$ cat src/rtl/counter_ctrl_pkg.sv
// rtl/counter_ctrl_pkg.sv - command bytes, state encodings and byte decode for counter_cmd_ctrl
package counter_ctrl_pkg;

  localparam logic [7:0] CMD_RUN_U  = 8'h52;
  localparam logic [7:0] CMD_RUN_L  = 8'h72;
  localparam logic [7:0] CMD_CLR_U  = 8'h43;
  localparam logic [7:0] CMD_CLR_L  = 8'h63;
  localparam logic [7:0] CMD_MODE_U = 8'h4D;
  localparam logic [7:0] CMD_MODE_L = 8'h6D;

  typedef enum logic {
    STOP = 1'b0,
    RUN  = 1'b1
  } ctrl_state_t;

  typedef enum logic [1:0] {
    F_IDLE = 2'd0,
    F_WAIT = 2'd1,
    F_DEC  = 2'd2
  } fetch_state_t;

  typedef struct packed {
    logic run;
    logic clr;
    logic mode;
    logic err;
  } cmd_evt_t;

  function automatic cmd_evt_t decode_byte(input logic [7:0] b);
    cmd_evt_t e;
    e = '0;
    case (b)
      CMD_RUN_U,  CMD_RUN_L:  e.run  = 1'b1;
      CMD_CLR_U,  CMD_CLR_L:  e.clr  = 1'b1;
      CMD_MODE_U, CMD_MODE_L: e.mode = 1'b1;
      default:                e.err  = 1'b1;
    endcase
    return e;
  endfunction

endpackage

$ cat src/rtl/counter_cmd_ctrl_if.sv
// rtl/counter_cmd_ctrl_if.sv - FIFO, button and counter-control signals of counter_cmd_ctrl
interface counter_cmd_ctrl_if;
  logic       i_fifo_empty;
  logic [7:0] i_fifo_rdata;
  logic       o_fifo_rd;
  logic       i_btn_run;
  logic       i_btn_clear;
  logic       i_btn_mode;
  logic       o_tick;
  logic       o_mode;
  logic       o_clear;
  logic       o_run;
  logic       o_cmd_err;

  modport master (
    output i_fifo_empty, i_fifo_rdata, i_btn_run, i_btn_clear, i_btn_mode,
    input  o_fifo_rd, o_tick, o_mode, o_clear, o_run, o_cmd_err
  );

  modport slave (
    input  i_fifo_empty, i_fifo_rdata, i_btn_run, i_btn_clear, i_btn_mode,
    output o_fifo_rd, o_tick, o_mode, o_clear, o_run, o_cmd_err
  );
endinterface

$ cat src/rtl/counter_cmd_ctrl_tick_gen.sv
// rtl/counter_cmd_ctrl_tick_gen.sv - tick prescaler, counts only while enabled so a stop keeps the phase
module tick_gen #(
  parameter int DIV = 10
) (
  input  logic clk,
  input  logic rst,
  input  logic en,
  input  logic clr,
  output logic o_tick
);

  localparam int W = (DIV > 1) ? $clog2(DIV) : 1;
  localparam logic [W-1:0] LAST = W'(DIV - 1);

  logic [W-1:0] cnt;

  always_ff @(posedge clk or negedge rst) begin
    if (!rst) begin
      cnt <= '0;
    end else if (clr) begin
      cnt <= '0;
    end else if (en) begin
      cnt <= (cnt == LAST) ? '0 : cnt + W'(1);
    end
  end

  assign o_tick = en && (cnt == LAST);

endmodule

$ cat src/rtl/counter_cmd_ctrl.sv
// rtl/counter_cmd_ctrl.sv - UART/button command fetch, decode, merge and run/stop/mode control
module counter_cmd_ctrl
  import counter_ctrl_pkg::*;
#(
  parameter int CLK_HZ  = 100_000_000,
  parameter int TICK_HZ = 100
) (
  input logic               clk,
  input logic               rst,
  counter_cmd_ctrl_if.slave bus
);

  localparam int DIV = CLK_HZ / TICK_HZ;

  fetch_state_t f_state, f_next;
  ctrl_state_t  c_state, c_next;
  logic [7:0]   cmd_byte;
  logic         fifo_rd;
  cmd_evt_t     uart_evt;
  logic         run_ev, clr_ev, mode_ev;
  logic         mode_q, clear_q, err_q;
  logic         tick_raw;

  always_ff @(posedge clk or negedge rst) begin
    if (!rst) begin
      f_state  <= F_IDLE;
      cmd_byte <= '0;
    end else begin
      f_state <= f_next;
      if (f_state == F_WAIT) cmd_byte <= bus.i_fifo_rdata;
    end
  end

  always_comb begin
    f_next  = f_state;
    fifo_rd = 1'b0;
    case (f_state)
      F_IDLE: begin
        if (!bus.i_fifo_empty) begin
          fifo_rd = 1'b1;
          f_next  = F_WAIT;
        end
      end
      F_WAIT:  f_next = F_DEC;
      F_DEC:   f_next = F_IDLE;
      default: f_next = F_IDLE;
    endcase
  end

  // Held in reset the fetch FSM sits in F_IDLE; keep the pop strobe low there too.
  assign bus.o_fifo_rd = fifo_rd & rst;

  always_comb begin
    uart_evt = '0;
    if (f_state == F_DEC) uart_evt = decode_byte(cmd_byte);
  end

  assign run_ev  = uart_evt.run  | bus.i_btn_run;
  assign clr_ev  = uart_evt.clr  | bus.i_btn_clear;
  assign mode_ev = uart_evt.mode | bus.i_btn_mode;

  always_comb begin
    c_next = c_state;
    if (clr_ev) begin
      c_next = STOP;
    end else if (run_ev) begin
      c_next = (c_state == STOP) ? RUN : STOP;
    end
  end

  always_ff @(posedge clk or negedge rst) begin
    if (!rst) begin
      c_state <= STOP;
      mode_q  <= 1'b0;
      clear_q <= 1'b0;
      err_q   <= 1'b0;
    end else begin
      c_state <= c_next;
      mode_q  <= mode_q ^ mode_ev;
      clear_q <= clr_ev;
      err_q   <= uart_evt.err;
    end
  end

  tick_gen #(.DIV(DIV)) u_tick_gen (
    .clk    (clk),
    .rst    (rst),
    .en     (c_state == RUN),
    .clr    (clr_ev),
    .o_tick (tick_raw)
  );

  assign bus.o_tick    = tick_raw & ~clear_q;
  assign bus.o_run     = (c_state == RUN);
  assign bus.o_mode    = mode_q;
  assign bus.o_clear   = clear_q;
  assign bus.o_cmd_err = err_q;

endmodule

$ cat src/flat_wrapper.sv
// flat-port wrapper written by rule: the top's interface ports become plain ports
module counter_cmd_ctrl_flat import counter_ctrl_pkg::*;
#(
  parameter int CLK_HZ  = 100_000_000,
  parameter int TICK_HZ = 100
)
  (clk, rst, bus_i_fifo_empty, bus_i_fifo_rdata, bus_i_btn_run, bus_i_btn_clear, bus_i_btn_mode, bus_o_fifo_rd, bus_o_tick, bus_o_mode, bus_o_clear, bus_o_run, bus_o_cmd_err);
  counter_cmd_ctrl_if bus_i ();
  input logic clk;
  input logic rst;
  input wire logic [$bits(bus_i.i_fifo_empty)-1:0] bus_i_fifo_empty;
  input wire logic [$bits(bus_i.i_fifo_rdata)-1:0] bus_i_fifo_rdata;
  input wire logic [$bits(bus_i.i_btn_run)-1:0] bus_i_btn_run;
  input wire logic [$bits(bus_i.i_btn_clear)-1:0] bus_i_btn_clear;
  input wire logic [$bits(bus_i.i_btn_mode)-1:0] bus_i_btn_mode;
  output wire logic [$bits(bus_i.o_fifo_rd)-1:0] bus_o_fifo_rd;
  output wire logic [$bits(bus_i.o_tick)-1:0] bus_o_tick;
  output wire logic [$bits(bus_i.o_mode)-1:0] bus_o_mode;
  output wire logic [$bits(bus_i.o_clear)-1:0] bus_o_clear;
  output wire logic [$bits(bus_i.o_run)-1:0] bus_o_run;
  output wire logic [$bits(bus_i.o_cmd_err)-1:0] bus_o_cmd_err;
  assign bus_i.i_fifo_empty = bus_i_fifo_empty;
  assign bus_i.i_fifo_rdata = bus_i_fifo_rdata;
  assign bus_i.i_btn_run = bus_i_btn_run;
  assign bus_i.i_btn_clear = bus_i_btn_clear;
  assign bus_i.i_btn_mode = bus_i_btn_mode;
  assign bus_o_fifo_rd = bus_i.o_fifo_rd;
  assign bus_o_tick = bus_i.o_tick;
  assign bus_o_mode = bus_i.o_mode;
  assign bus_o_clear = bus_i.o_clear;
  assign bus_o_run = bus_i.o_run;
  assign bus_o_cmd_err = bus_i.o_cmd_err;
  counter_cmd_ctrl #(.CLK_HZ(CLK_HZ), .TICK_HZ(TICK_HZ)) u_core (.clk(clk), .rst(rst), .bus(bus_i));
endmodule
$ cat config.mk
export PLATFORM = sky130hd
export DESIGN_NAME = counter_cmd_ctrl_flat
export DESIGN_NICKNAME = d
export VERILOG_FILES = /design/src/rtl/counter_ctrl_pkg.sv /design/src/rtl/counter_cmd_ctrl_if.sv /design/src/rtl/counter_cmd_ctrl_tick_gen.sv /design/src/rtl/counter_cmd_ctrl.sv /design/src/flat_wrapper.sv
export SDC_FILE = /design/constraint.sdc
export NUM_CORES = 1
export LEC_CHECK = 0
export ABC_AREA = 1
export BUFFER_PORTS_ARGS = -buffer_cell sky130_fd_sc_hd__buf_2
export CELL_PAD_IN_SITES_DETAIL_PLACEMENT = 0
export CELL_PAD_IN_SITES_GLOBAL_PLACEMENT = 1
export CORE_MARGIN = 8
export CORE_UTILIZATION = 45
export DETAILED_ROUTE_END_ITERATION = 10
export PLACE_DENSITY_LB_ADDON = 0.2
export SLEW_MARGIN = 10
export SYNTH_ARGS = -nofsm -noshare
export SYNTH_HDL_FRONTEND = slang
export SYNTH_SLANG_ARGS = --single-unit
$ cat constraint.sdc
create_clock -name clk -period 2 [get_ports clk]
set_input_delay 0.3 -clock clk [delete_from_list [all_inputs] [get_ports clk]]
set_output_delay 0.3 -clock clk [all_outputs]
set_load 0.01 [all_outputs]
==> results of run 1 <==
what timing repair did:
| action | in CTS | in global routing |
|---|---|---|
| hold endpoints to repair | 0 | 0 |
| gates resized for setup | 1 | 2 |
| endpoints found under the setup margin | 1 | 1 |
| pin swaps | 0 | 1 |
| buffers inserted | 2 | 1 |
worst register-to-register path, cell delays in order, from the launching register on:
cell and delay, ns:
dfrtp_1 0.37, ha_2 0.23, nand3_4 0.12, nor2_4 0.16, nand3_1 0.16, nand3_2 0.18
inv_1 0.10, nand2_1 0.06, nand2_1 0.04
Yosys cell counts:
master and n:
a211oi_1 1, a21oi_1 1, and2_1 1, buf_2 3, buf_6 1, clkbuf_1 1
dfrtp_1 33, ha_1 1, inv_1 36, inv_2 2, nand2_1 89, nand2_2 4
nand3_1 27, nand3_2 4, nand4_1 9, nor2_1 32, nor2_2 5, nor2_4 2
nor3_1 4, nor4_1 1, o21ai_0 13, o21ai_1 6, o21bai_1 1, or2_2 1
xor2_1 6
cell type report:
class	instances	area [sq um]	share of cell area, %
Sequential cell	33	826	36.6
Inverter	38	143	6.33
Timing Repair Buffer	24	135	6.00
Clock buffer	7	86.3	3.83
Tap cell	52	65.1	2.89
Multi-Input combinational cell	208	998	44.3
cell families (layout without fill, tap and decap cells):
family	after synthesis	count (layout)	share of synthesized area (%)
AOI/OAI and AO/OA	22	22	5.81
buffers and inverters	43	69	8.71
adders and majority gates	1	1	0.631
and+or+nand+nor	179	179	40.5
xor gates and xnor gates	6	6	2.65
DFF	33	33	41.7
flip-flops by register name, summed over array words and instances, names as in the netlist:
register,count
u_core.bus.o_clear,1
u_core.f_state,2
u_core.cmd_byte,7
u_core.u_tick_gen.cnt,20
u_core.bus.o_mode,1
u_core.bus.o_cmd_err,1
u_core.bus.o_run,1
worst max-delay path by stage:
stage                                  start    endpoint  cells after the start
floorplan           u_core.u_tick_gen.cnt[0]  bus_o_tick                      5
global placement    u_core.u_tick_gen.cnt[0]  bus_o_tick                      6
detailed placement  u_core.u_tick_gen.cnt[0]  bus_o_tick                      6
CTS                 u_core.u_tick_gen.cnt[0]  bus_o_tick                      6
global route        u_core.u_tick_gen.cnt[0]  bus_o_tick                      6
finish              u_core.u_tick_gen.cnt[0]  bus_o_tick                      6
power by group through the flow:
stage               Sequential (W)  Combinational (W)  Clock (W)
floorplan                 0.000775           0.000129          0
global placement          0.000780           0.000196          0
detailed placement        0.000781           0.000198          0
CTS                       0.000766           0.000207   0.000530
global route              0.000773           0.000235   0.000553
finish                    0.000766           0.000200   0.000506
per-layer routing:
metal	wire, um	track usage, %	vias to the layer above
met5	0	0	-
met2	2300	26.8	33
met1	2210	20.0	830
met3	153	3.03	4
met4	44	5.44	0
li1	-	-	944
through the flow:
stage	instances	area (sq um)	hold slack, ns	power, W	worst slack (ns)
2_1_floorplan	284	1980	0.00441	0.000903	0.441
3_3_place_gp	352	2130	0.405	0.000976	0.276
3_5_place_dp	352	2130	0.409	0.000979	0.245
4_1_cts	361	2230	0.102	0.00150	0.0356
5_1_grt	362	2250	0.124	0.00156	0.0140
6_report	362	2250	0.0818	0.00147	0.114
==> flow_summary.toml, run 1 <==
[status]
status = "complete, no violations"

[layout]
antenna_cells = 0
syn_to_final_growth_pct = 13.7
layout.cells.most_common_list = "nand2_1 (89), inv_1 (36), dfrtp_1 (33)"
fillerInstances = 446
final_core_util_pct = 52.5
drive_above_1_share_pct = 16.1
layout_commonest_cell = "nand2_1"
finalNetCount = 325

[floorplan]
ioPinCount = 20
die_y_um = 82.4
die_w_um = 82.4
start_util_pct = 46.2
dieArea_sq_um = 6780
rows = 24
coreArea_sq_um = 4290

[flow_run]
cap_viol_max_count = 0

[logic_synthesis]
avgSynthCellArea_sq_um = 6.98
syn_inst = 284
synth.top_cell.area_share_pct = 41.7
ys_types = 25
ys_ff_latch = 33
yosys.area.top_type = "dfrtp_1"
seq_area_frac_synth_pct = 41.7
synth_nets = 299
ys_warn_count = 0
ys_top_cells_by_area = "dfrtp_1 (42%), nand2_1 (17%), inv_1 (6.8%)"
syn_area_sq_um = 1980

[sta]
fin_skew_ns = 0.00548
rsz0062_at_grt = "no"
tns_ns = 0
hold_viol_final = 0
slew-limit-headroom_pct = 70.7
worst_slew_pin_slew_ns = 0.440
setup_viol = 0
fmax_mhz = 530
finalCritPeriodShare_pct = 94.3
min_period_ns = 1.89
slew_viol_final = 0

[power_and_ir_drop]
combPwrFrac_pct = 13.6
power_switching_w = 0.000403
p_seq_share_pct = 52.0
internal-power_w = 0.00107
switching_share_pct = 27.4
peakVddDrop_uv = 467
power_frac_clock_pct = 34.4
leakagePower_nw = 1.09
p_per_area_nw_per_um2 = 654

[detailed_routing]
ant_nets = 0
drc = 0
dr.first_iter.drc_count = 76
wl_per_cell_um = 13.0
via_count = 1811
via_per_inst = 5.00
wl_um = 4700
first_pass_iters = 7

[clock_network]
numCtsBuffers = 5
cts_tree = "yes"
clockRootBuffer = "clkbuf_8"
clk_pin_slew_ns = 0.07
hold_buffers = 0
cts_max_level = 2
clk-insertion-delay-late_ns = 0.28
clockBufferDepth = 2
numClockSinks = 33

[global_route]
gr-total-overflow = 0
grt_pass1_wl_um = 8420
grt_usage_pct = 15.9
grt_max_degree = 34
antenna_found_initial = 0
grt_pass1_vias = 1795

[critical_path]
crit_type = "reg2out"
reg2reg_slack_ns = 0.48
worstPathMaxFanout = 4
start_kind = "register"
r2r_end = "u_core.u_tick_gen.cnt[1]"
cp_slowest_cell = "dfrtp_1"
worstPathRequired_ns = 1.70
r2r_cells = 8
cp-end-kind = "primary output"
r2r-start = "u_core.u_tick_gen.cnt[0]"
critical-path-max-stage-delay_ns = 0.37
crit_family = "simple AND/OR/NAND/NOR gates"
path_cells = "ha_2, nand3_4, nor2_4, nand3_1, nor3_2, buf_2"
critPathBufInv = 1
critPathArrivalTime_ns = 1.59

[placed_design]
gp_congestion = 0.830
post-dp-hpwl_um = 3530
numPortBuffers = 18

[hold_path]
min_path_type = "in2async"
No activity file was read; power rests on OpenSTA's default activity.
==> run 2: changes to the inputs <==
--- a/config.mk
+++ b/config.mk
@@ -10,8 +10,9 @@
 export CELL_PAD_IN_SITES_DETAIL_PLACEMENT = 0
 export CELL_PAD_IN_SITES_GLOBAL_PLACEMENT = 1
 export CORE_MARGIN = 8
-export CORE_UTILIZATION = 45
+export CORE_UTILIZATION = 42
 export DETAILED_ROUTE_END_ITERATION = 10
+export HOLD_SLACK_MARGIN = 0.03
 export PLACE_DENSITY_LB_ADDON = 0.2
 export SLEW_MARGIN = 10
 export SYNTH_ARGS = -nofsm -noshare
==> constraint.sdc (replaced) <==
create_clock -name clk -period 1.8 [get_ports clk]
set_input_delay 0.27 -clock clk [delete_from_list [all_inputs] [get_ports clk]]
set_output_delay 0.27 -clock clk [all_outputs]
set_load 0.01 [all_outputs]
==> run 2 against run 1 <==
Global-route usage decreased by 1.4 points. Design area is 5.7% higher. Core utilization down 1.0 points. Power increased by 16%. Worst setup slack got worse by 0.011 ns. Clock skew is 0.0019 ns lower. Clock power increased by 24%. Non-clock buffer count is 10 higher. Cell count up 3.6%. Die area grew 5.7%. Critical path depth did not move. Register-to-register slack worse by 0.22 ns. Critical path type unchanged.
==> flow_summary.toml, run 2 (same netlist as run 1, synthesis figures left out) <==
[global_route]
gr-total-overflow = 0
antenna_found_initial = 0
grt_pass1_wl_um = 8360
grt_pass1_vias = 1834
grt_usage_pct = 14.6
grt_max_degree = 34

[power_and_ir_drop]
peakVddDrop_uv = 481
p_per_area_nw_per_um2 = 715
internal-power_w = 0.00123
switching_share_pct = 27.7
power_switching_w = 0.000472
p_seq_share_pct = 50.0
power_frac_clock_pct = 36.8
leakagePower_nw = 1.14
combPwrFrac_pct = 13.2
power_w = 0.00170

[layout]
largest_reg_flops = 20
finalNetCount = 335
layout_commonest_cell = "nand2_1"
final_area_sq_um = 2380
regMostFlops = "u_core.u_tick_gen.cnt"
syn_to_final_growth_pct = 20.2
top_regs = "u_core.u_tick_gen.cnt x20, u_core.cmd_byte x7, u_core.f_state x2"
antenna_cells = 0
layout.cells.most_common_list = "nand2_1 (89), inv_1 (36), nor2_1 (28), dfrtp_1 (28), nand3_1 (25)"
final_core_util_pct = 51.5
fillerInstances = 458
drive_above_1_share_pct = 22.7

[floorplan]
dieArea_sq_um = 7170
start_util_pct = 42.8
die_y_um = 84.7
ioPinCount = 20
coreArea_sq_um = 4630
rows = 25
die_w_um = 84.7

[sta]
setup_ws_ns = 0.103
slew-limit-headroom_pct = 70.2
min_period_ns = 1.70
slew_viol_final = 0
setup_viol = 0
finalCritPeriodShare_pct = 94.3
hold_viol_final = 0
fin_skew_ns = 0.00354
tns_ns = 0
worst_slew_pin_slew_ns = 0.447
fmax_mhz = 589

[critical_path]
crit_type = "reg2out"
worstPathRequired_ns = 1.53
cp-end-kind = "primary output"
r2r-start = "u_core.cmd_byte[7]"
worstPathMaxFanout = 3
startpoint = "u_core.u_tick_gen.cnt[0]"
start_kind = "register"
critPathArrivalTime_ns = 1.43

[clock_network]
numCtsBuffers = 5
clk-insertion-delay-late_ns = 0.28
clockBufferDepth = 2
clk_pin_slew_ns = 0.07
cts_tree = "yes"
cts_max_level = 2
numClockSinks = 33
clockRootBuffer = "clkbuf_8"

[detailed_routing]
via_per_inst = 5.00
ant_nets = 0
wl_um = 4860
wl_per_cell_um = 13.0
via_count = 1875
drc = 0
first_pass_iters = 4
dr.first_iter.drc_count = 76

[placed_design]
post-dp-hpwl_um = 3560
post-place-ws_ns = 0.224
numPortBuffers = 18
post_dp_cell_area_sq_um = 2160
gp_congestion = 0.840

[hold_path]
min_path_type = "in2async"

[status]
status = "complete, no violations"

[flow_run]
cap_viol_max_count = 0
-- run 2: final cells by class --
| class | instances | area (sq um) | share of cell area, % |
|---|---|---|---|
| clock buffers | 7 | 96.3 | 4.04 |
| clock inverters | 1 | 5.00 | 0.210 |
| multi-input cells | 208 | 1030 | 43.2 |
| flip-flops and latches | 33 | 832 | 34.9 |
| well taps | 54 | 67.6 | 2.84 |
| inverters | 38 | 143 | 5.99 |
| repair buffers | 34 | 210 | 8.82 |
-- run 2: what timing repair did --
| action | 4_1_cts | 5_1_grt |
|---|---|---|
| gates cloned | 0 | 0 |
| resized for setup | 3 | 12 |
| endpoints found under the hold margin | 0 | 0 |
| setup buffers | 1 | 8 |
| hold buffers | 0 | 0 |
| endpoints found under the setup margin | 1 | 1 |
| pin swaps | 0 | 3 |
-- run 2: worst paths after layout --
path / end / slack (ns) / cells after the start
setup / recovery: bus_o_tick / 0.10 / 6
hold / removal: u_core.cmd_byte[1] / 0.04 / 2
setup reg to reg: u_core.u_tick_gen.cnt[1] / 0.26 / 10
hold reg to reg: u_core.f_state[0] / 0.43 / 1
max in group asynchronous: u_core.u_tick_gen.cnt[13] / 1.41 / 2
min in group clk: u_core.f_state[0] / 0.14 / 2
-- run 2: power by group through the flow --
stage	Clock, W	Sequential (W)	Combinational (W)
3_3_place_gp	0	0.000865	0.000219
6_report	0.000627	0.000853	0.000225
4_1_cts	0.000658	0.000851	0.000227
3_5_place_dp	0	0.000867	0.000223
2_1_floorplan	0	0.000861	0.000143
5_1_grt	0.000688	0.000862	0.000261
-- run 2: through the flow --
stage	hold slack [ns]	instances
floorplan	-0.0256	284
global placement	0.368	358
detailed placement	0.372	358
CTS	0.0522	367
global route	0.0766	375
finish	0.0389	375
-- run 2: worst max-delay path, cell delays in order, from the launching register on --
cell	delay (ns)
dfrtp_1	0.40
ha_4	0.18
nand3_4	0.09
nor2_4	0.13
nand3_2	0.09
nor3_2	0.10
buf_2	0.15
-- run 2: metal layers --
layer | track usage [%] | wire length [um] | vias to the layer above
met3 | 3.71 | 164 | 5
met4 | 6.15 | 70 | 0
met5 | 0 | 0 | -
met1 | 17.3 | 2300 | 871
li1 | - | - | 970
met2 | 24.3 | 2320 | 29
==> run 3: changes to the inputs <==
--- a/config.mk
+++ b/config.mk
@@ -7,10 +7,10 @@
 export LEC_CHECK = 0
 export ABC_AREA = 1
 export BUFFER_PORTS_ARGS = -buffer_cell sky130_fd_sc_hd__buf_2
-export CELL_PAD_IN_SITES_DETAIL_PLACEMENT = 0
-export CELL_PAD_IN_SITES_GLOBAL_PLACEMENT = 1
+export CELL_PAD_IN_SITES_DETAIL_PLACEMENT = 2
+export CELL_PAD_IN_SITES_GLOBAL_PLACEMENT = 2
 export CORE_MARGIN = 8
-export CORE_UTILIZATION = 42
+export CORE_UTILIZATION = 33
 export DETAILED_ROUTE_END_ITERATION = 10
 export HOLD_SLACK_MARGIN = 0.03
 export PLACE_DENSITY_LB_ADDON = 0.2
==> run 3 against run 2 <==
Design area grew 0.84%. Wire length grew 33%. Critical path depth did not move. Via count is 6.6% higher. Register-to-register slack worse by 0.08 ns. First-iteration DRC count decreased by 47%. Largest power group unchanged. Sequential power barely moved. Fmax fell by 4.8%. Cell count rose by 5.3%. Non-clock buffer count unchanged. Clock skew up 0.0025 ns.
==> flow_summary.toml, run 3 (same netlist as run 1, synthesis figures left out) <==
[status]
status = "complete, no violations"

[global_route]
grt_usage_pct = 15.9
grt_pass1_wl_um = 10900
grt_pass1_vias = 2250
antenna_found_initial = 0
gr-total-overflow = 0
grt_max_degree = 34

[critical_path]
path_cells = "ha_4, nand3_4, nor2_4, nand3_4, nor3_2, buf_2"
critical-path-max-stage-delay_ns = 0.40
start_kind = "register"
critPathArrivalTime_ns = 1.51
worstPathRequired_ns = 1.53
cp_slowest_cell = "dfrtp_1"
crit_type = "reg2out"
reg2reg_slack_ns = 0.18
critical_path.most_common_cell = "nand3_4"
worstPathMaxFanout = 3
cp-end-kind = "primary output"

[detailed_routing]
dr.first_iter.drc_count = 40
ant_nets = 0
wl_per_cell_um = 16.4
via_count = 1999
wl_um = 6490
via_per_inst = 5.06
first_pass_iters = 4
drc = 0

[sta]
slew-limit-headroom_pct = 70.6
min_period_ns = 1.78
fin_skew_ns = 0.00605
finalCritPeriodShare_pct = 99.1
setup_ws_ns = 0.0169
worst_slew_pin_slew_ns = 0.440
slew_viol_final = 0
rsz0062_at_grt = "yes"
fin_hold_ws_ns = 0.0590
setup_viol = 0
hold_viol_final = 0
fmax_mhz = 561

[floorplan]
start_util_pct = 33.9
dieArea_sq_um = 8740
rows = 28
die_w_um = 93.5
coreArea_sq_um = 5850
die_y_um = 93.5
ioPinCount = 20

[clock_network]
cts_tree = "yes"
numClockSinks = 33
clk-insertion-delay-late_ns = 0.29
clockBufferDepth = 2
clockRootBuffer = "clkbuf_8"
numCtsBuffers = 5
cts_max_level = 2
clk_pin_slew_ns = 0.07

[flow_run]
cap_viol_max_count = 0

[layout]
top_regs = "u_core.u_tick_gen.cnt x20, u_core.cmd_byte x7, u_core.f_state x2"
finalNetCount = 335
regMostFlops = "u_core.u_tick_gen.cnt"
antenna_cells = 0
fillerInstances = 731
syn_to_final_growth_pct = 21.2
final_cells = 395
layout_commonest_cell = "nand2_1"
final_core_util_pct = 41.1
largest_reg_flops = 20
layout.cells.most_common_list = "nand2_1 (88), inv_1 (36), dfrtp_1 (29)"
drive_above_1_share_pct = 21.9

[placed_design]
post-place-ws_ns = 0.0621
place_inst = 377
post-dp-hpwl_um = 4840
gp_congestion = 0.826
numPortBuffers = 18

[hold_path]
min_path_type = "in2async"

[power_and_ir_drop]
peakVddDrop_uv = 340
power_w = 0.00168
leakagePower_nw = 1.13
p_per_area_nw_per_um2 = 698
[run 3: changes by cell type in the layout (fill, tap and decap cells not counted), sizes merged]
cell | previous run | this run
clkinv | 1 | 0
[run 3: final timing paths]
check / startpoint / cells past startpoint / to
worst min register to register: u_core.f_state[1] / 1 / u_core.f_state[0]
worst max-delay path: u_core.u_tick_gen.cnt[0] / 6 / bus_o_tick
worst min-delay path: rst / 2 / u_core.u_tick_gen.cnt[14]
worst max register to register: u_core.cmd_byte[6] / 9 / u_core.u_tick_gen.cnt[1]
max in group asynchronous: rst / 2 / u_core.u_tick_gen.cnt[7]
min in group clk: bus_i_fifo_empty / 2 / u_core.f_state[0]
[run 3: metal layers]
metal / track usage, % / share of wire (%) / up-vias
met5: 0 / 0 / -
met3: 2.64 / 1.9 / 9
li1: - / - / 962
met1: 17.1 / 42 / 1004
met4: 5.91 / 1.7 / 0
met2: 30.3 / 54 / 24
[run 3: where the power goes]
group / leakage (nW) / internal, W / total, W / switching, W
Sequential: 0.434 / 0.000809 / 0.000856 / 0.0000464
Clock: 0.0443 / 0.000304 / 0.000585 / 0.000282
Combinational: 0.656 / 0.0000771 / 0.000236 / 0.000159
[run 3: cell type report]
class / instances / area [sq um] / share of cell area (%)
clock buffer: 7 / 86.3 / 3.59
inverter: 38 / 143 / 5.94
multi-input combinational: 208 / 1040 / 43.2
sequential: 33 / 831 / 34.6
tap: 75 / 93.8 / 3.91
timing repair buffer: 34 / 210 / 8.75
[run 3: critical path: cells and delay by family (launching register included)]
kind	cells	cell delay, ns
adders and majority gates	1	0.18
buffers and inverters	1	0.17
DFF	1	0.40
and+or+nand+nor	4	0.49
[run 3: per-stage QoR]
step	TNS, ns	area [sq um]
after floorplan	0	1980
after global placement	0	2170
after detailed placement	0	2170
after CTS	-0.00110	2350
after global routing	-0.0387	2400
final	0	2400
[run 3: repair_timing]
item,in CTS,in global routing
endpoints found under the setup margin,1,1
setup buffers,5,6
gates resized for setup,13,3
pin swaps,2,5
hold buffers,0,0
cloned,0,0
